<file path="src/rtl/host_cmd_dispatcher.sv">
// Host command dispatcher: decodes one opcode byte from the UART while idle,
// grants the loader or debug unit, then returns a status byte over the UART.
module host_cmd_dispatcher #(
    parameter logic [7:0] CMD_LOAD = 8'h1C,
    parameter logic [7:0] CMD_RUN  = 8'hE1,
    parameter logic [7:0] CMD_STEP = 8'hE0,
    parameter logic [7:0] RSP_DONE = 8'hD0,
    parameter logic [7:0] RSP_NAK  = 8'h15
) (
    input  logic       clk_i,
    input  logic       rst_ni,
    input  logic [7:0] rx_data_i,
    input  logic       rx_ready_i,
    output logic       loader_grant_o,
    input  logic       loader_done_i,
    output logic       debug_grant_o,
    output logic       exec_mode_o,
    input  logic       debug_done_i,
    output logic [7:0] tx_data_o,
    output logic       tx_start_o,
    input  logic       tx_busy_i,
    input  logic       tx_done_i,
    output logic       busy_o
);

    typedef enum logic [2:0] {
        S_IDLE,
        S_LOAD,
        S_DEBUG,
        S_SEND,
        S_TX_WAIT
    } state_t;

    state_t     state_q, state_d;
    logic       exec_mode_q, exec_mode_d;
    logic [7:0] tx_data_q, tx_data_d;

    always_ff @(posedge clk_i or negedge rst_ni) begin
        if (!rst_ni) begin
            state_q     <= S_IDLE;
            exec_mode_q <= 1'b0;
            tx_data_q   <= 8'h00;
        end else begin
            state_q     <= state_d;
            exec_mode_q <= exec_mode_d;
            tx_data_q   <= tx_data_d;
        end
    end

    always_comb begin
        state_d     = state_q;
        exec_mode_d = exec_mode_q;
        tx_data_d   = tx_data_q;
        case (state_q)
            S_IDLE: begin
                if (rx_ready_i) begin
                    if (rx_data_i == CMD_LOAD) begin
                        state_d = S_LOAD;
                    end else if (rx_data_i == CMD_RUN) begin
                        state_d     = S_DEBUG;
                        exec_mode_d = 1'b1;
                    end else if (rx_data_i == CMD_STEP) begin
                        state_d     = S_DEBUG;
                        exec_mode_d = 1'b0;
                    end else begin
                        state_d   = S_SEND;
                        tx_data_d = RSP_NAK;
                    end
                end
            end
            S_LOAD: begin
                if (loader_done_i) begin
                    state_d   = S_SEND;
                    tx_data_d = RSP_DONE;
                end
            end
            S_DEBUG: begin
                // Clear the mode with the grant so exec_mode_o never outlives it.
                if (debug_done_i) begin
                    state_d     = S_SEND;
                    tx_data_d   = RSP_DONE;
                    exec_mode_d = 1'b0;
                end
            end
            S_SEND: begin
                if (!tx_busy_i) state_d = S_TX_WAIT;
            end
            S_TX_WAIT: begin
                if (tx_done_i) state_d = S_IDLE;
            end
            default: state_d = S_IDLE;
        endcase
    end

    assign loader_grant_o = (state_q == S_LOAD);
    assign debug_grant_o  = (state_q == S_DEBUG);
    assign exec_mode_o    = exec_mode_q;
    assign tx_data_o      = tx_data_q;
    assign tx_start_o     = (state_q == S_SEND) && !tx_busy_i;
    assign busy_o         = (state_q != S_IDLE);

endmodule
</file>
<file path="config.mk">
export PLATFORM = sky130hd
export DESIGN_NAME = host_cmd_dispatcher
export DESIGN_NICKNAME = d
export VERILOG_FILES = /design/src/rtl/host_cmd_dispatcher.sv
export SDC_FILE = /design/constraint.sdc
export NUM_CORES = 1
export LEC_CHECK = 0
export ABC_AREA = 1
export CORE_MARGIN = 2
export CORE_UTILIZATION = 35
export DETAILED_ROUTE_END_ITERATION = 7
export PLACE_DENSITY = 0.74
export SLEW_MARGIN = 20
export SYNTH_ARGS = -nofsm -noshare
export SYNTH_HDL_FRONTEND = slang
export SYNTH_SLANG_ARGS = --single-unit
</file>
<file path="constraint.sdc">
create_clock -name clk_i -period 1 [get_ports clk_i]
set_input_delay 0.25 -clock clk_i [delete_from_list [all_inputs] [get_ports clk_i]]
set_output_delay 0.25 -clock clk_i [all_outputs]
set_load 0.02 [all_outputs]
</file>
==> results <==
## what timing repair did
item,CTS,global route
pin swaps,4,3
setup endpoints to repair,17,17
hold buffers,0,0
buffers inserted,5,1
gates resized for setup,69,10
## power breakdown
| group | internal (mW) | switching [mW] | leakage [nW] | total (mW) |
|---|---|---|---|---|
| clock | 0.154 | 0.136 | 0.0150 | 0.291 |
| combinational | 1.13 | 1.19 | 0.477 | 2.31 |
| sequential | 0.387 | 0.0828 | 0.0846 | 0.469 |
## layout by cell type, fill, tap and decap left out
| cell type | Yosys | final |
|---|---|---|
| clkdlybuf4s50_1 | 0 | 14 |
| nand2_2 | 5 | 3 |
| nor2_2 | 0 | 1 |
| buf_6 | 0 | 14 |
| clkbuf_4 | 0 | 3 |
| o21ai_1 | 1 | 3 |
| nor2_1 | 6 | 4 |
| nand3_1 | 4 | 2 |
| nor3_4 | 0 | 1 |
| nand2_4 | 0 | 2 |
| o21ai_0 | 4 | 1 |
| nand3_2 | 1 | 2 |
| conb_1 | 1 | 3 |
| inv_2 | 5 | 7 |
| inv_4 | 0 | 2 |
| o21ai_2 | 0 | 1 |
| nand3_4 | 1 | 2 |
| nor2_4 | 2 | 3 |
| dfrtp_1 | 7 | 7 |
| clkbuf_1 | 0 | 1 |
| nand4_1 | 2 | 2 |
| nand2_1 | 26 | 26 |
| buf_4 | 5 | 15 |
| inv_1 | 17 | 13 |
## metrics by stage
stage                     TNS (ns)  cell area [um2]  worst slack [ns]  total power, mW
after floorplan             -0.819              581            -0.147             1.58
after global placement       -5.87              908            -0.666             2.36
after detailed placement     -6.30              908            -0.665             2.40
after CTS                    -4.02             1010            -0.436             2.96
after global routing         -5.22             1050            -0.512             3.33
final                        -4.14             1050            -0.444             3.07
## cells by family after synthesis
| family | after synthesis |
|---|---|
| other | 1 |
| AOI/OAI and AO/OA | 5 |
| and+or+nand+nor | 48 |
| buffers and inverters | 27 |
| DFF | 7 |
## critical path: stages, from the launching register on
cell	delay, ns
dfrtp_1	0.39
inv_2	0.09
buf_6	0.12
nand2_4	0.06
nor2_4	0.09
inv_2	0.05
buf_6	0.12
## per-layer routing
layer / vias to the layer above / track usage (%) / part of all wire (%)
li1: 343 / - / -
met1: 291 / 19.6 / 38
met2: 14 / 32.9 / 56
met3: 6 / 4.90 / 4.0
met4: 0 / 9.09 / 2.0
met5: - / 0 / 0
## state kept, by name, indices dropped and copies added (netlist names)
name         cells
exec_mode_o      1
tx_data_o        3
state_q          3
## cell type report
cell class	count	area, um2	share of cell area, %
sequential	7	175	16.7
timing repair buffer	43	410	39.2
tap	16	20.0	1.91
inverter	22	87.6	8.36
multi-input combinational	56	328	31.3
clock buffer	4	26.3	2.51
## Yosys cell counts
| cell type | n |
|---|---|
| nand2_1 | 26 |
| inv_1 | 17 |
| dfrtp_1 | 7 |
| nor2_1 | 6 |
| buf_4 | 5 |
| inv_2 | 5 |
| nand2_2 | 5 |
| nand3_1 | 4 |
| o21ai_0 | 4 |
| nand4_1 | 2 |
| nor2_4 | 2 |
| conb_1 | 1 |
| nand3_2 | 1 |
| nand3_4 | 1 |
| nor3_1 | 1 |
| o21ai_1 | 1 |
## path summary, 6_finish.rpt
kind                         startpoint           end  cells after the start
max reg2reg                  state_q[0]    state_q[0]                      9
min reg2reg                tx_data_o[6]  tx_data_o[6]                      2
min in group clk_i         tx_data_o[6]  tx_data_o[6]                      2
min                              rst_ni   exec_mode_o                      1
max                          state_q[0]        busy_o                      6
max in group asynchronous        rst_ni    state_q[1]                      1
==> impl_metrics.tcl <==
set metrics [dict create \
    io_pins 28 \
    htree_levels 1 \
    dp_hpwl_mm 1.14 \
    clk_latency_ns 0.27 \
    setup_viol 17 \
    final.setup_skew_ns 0.00815 \
    synth_area_um2 563 \
    port-buffer-count 24 \
    yosysTopAreaCell "dfrtp_1" \
    ant_nets 0 \
    wl_per_cell_um 10.0 \
    grt_antenna_before_repair 0 \
    die_y_um 44.1 \
    rsz0062_at_grt "yes" \
    failed_checks "setup timing" \
    cts_tree "done" \
    rrSetupSlack_ns -0.39 \
    arrival_ns 1.19 \
    clkTransAtPathRegs_ns 0.06 \
    areaGrowthSynthToFinish_pct 86.0 \
    dr_total_vias 654 \
    fp-row-count 14 \
    drv_slew 0 \
    crit_fanout 3 \
    synth_xor_area_share_pct 0 \
    ir_worst_vdd_uv 1720 \
    drc 0 \
    cts-root-buf "clkbuf_4" \
    initial_utilization_pct 37.4 \
    synth_top_area_share_pct 31.1 \
    fin_crit_ns 1.44 \
    fp.dieW_um 44.1 \
    leakagePower_nw 0.576 \
    yosysUniqueCellTypes 16 \
    grt_max_degree 8 \
    finalWirelength_mm 1.48 \
    crit_type "reg -> out" \
    endpoint_kind "output pin" \
    core_mm2 0.00151 \
    yosysWarnings 0 \
    min_period_over_period_pct 144 \
    clockBufferDepth 2 \
    syn_inst 88 \
    crit_required_ns 0.75 \
    grt_pass1_wl_mm 2.57 \
    synth_top_family_by_area "simple AND/OR/NAND/NOR gates" \
    dp_cells 139 \
    synth_mux_area_share_pct 0 \
    hp-class "in -> async" \
    grt_usage_pct 18.4 \
    fillers 125 \
    fmax_mhz 693 \
    setup_slack_ns -0.444 \
    ys_ff_latch 7 \
    holdWs_ns 0.239 \
    outcome "finished, violations left" \
    synth_simple_gate_area_share_pct 42.4 \
    synth.area.top_cells "dfrtp_1, nand2_1, inv_1, buf_4, nand2_2" \
    seq_area_frac_synth_pct 31.1 \
    grt_pass1_vias 659 \
    synth.avg_cell_area_um2 6.40 \
    fin_util_pct 69.5 \
    die-area_mm2 0.00195 \
    layout.cells.non_filler 148 \
    diodes 0 \
    cts_inserted_buffers 3 \
    drtPass1Iterations 4 \
    power.density_cell_area_mw_per_mm2 2930 \
    synth_compound_area_share_pct 4.44 \
    fin_nets 148 \
    via_per_inst 4.42 \
    drv_cap 0 \
    gp_congestion 0.825 \
    drt_iter0_drc 5 \
    cp-start-kind "flip-flop" \
    synth_adder_area_share_pct 0 \
    hold_viol 0 \
    numClockSinks 7 \
    drive_gt1_share_pct 42.4 \
    grt_overflow 0 \
]
(Power assumes the default switching activity.)
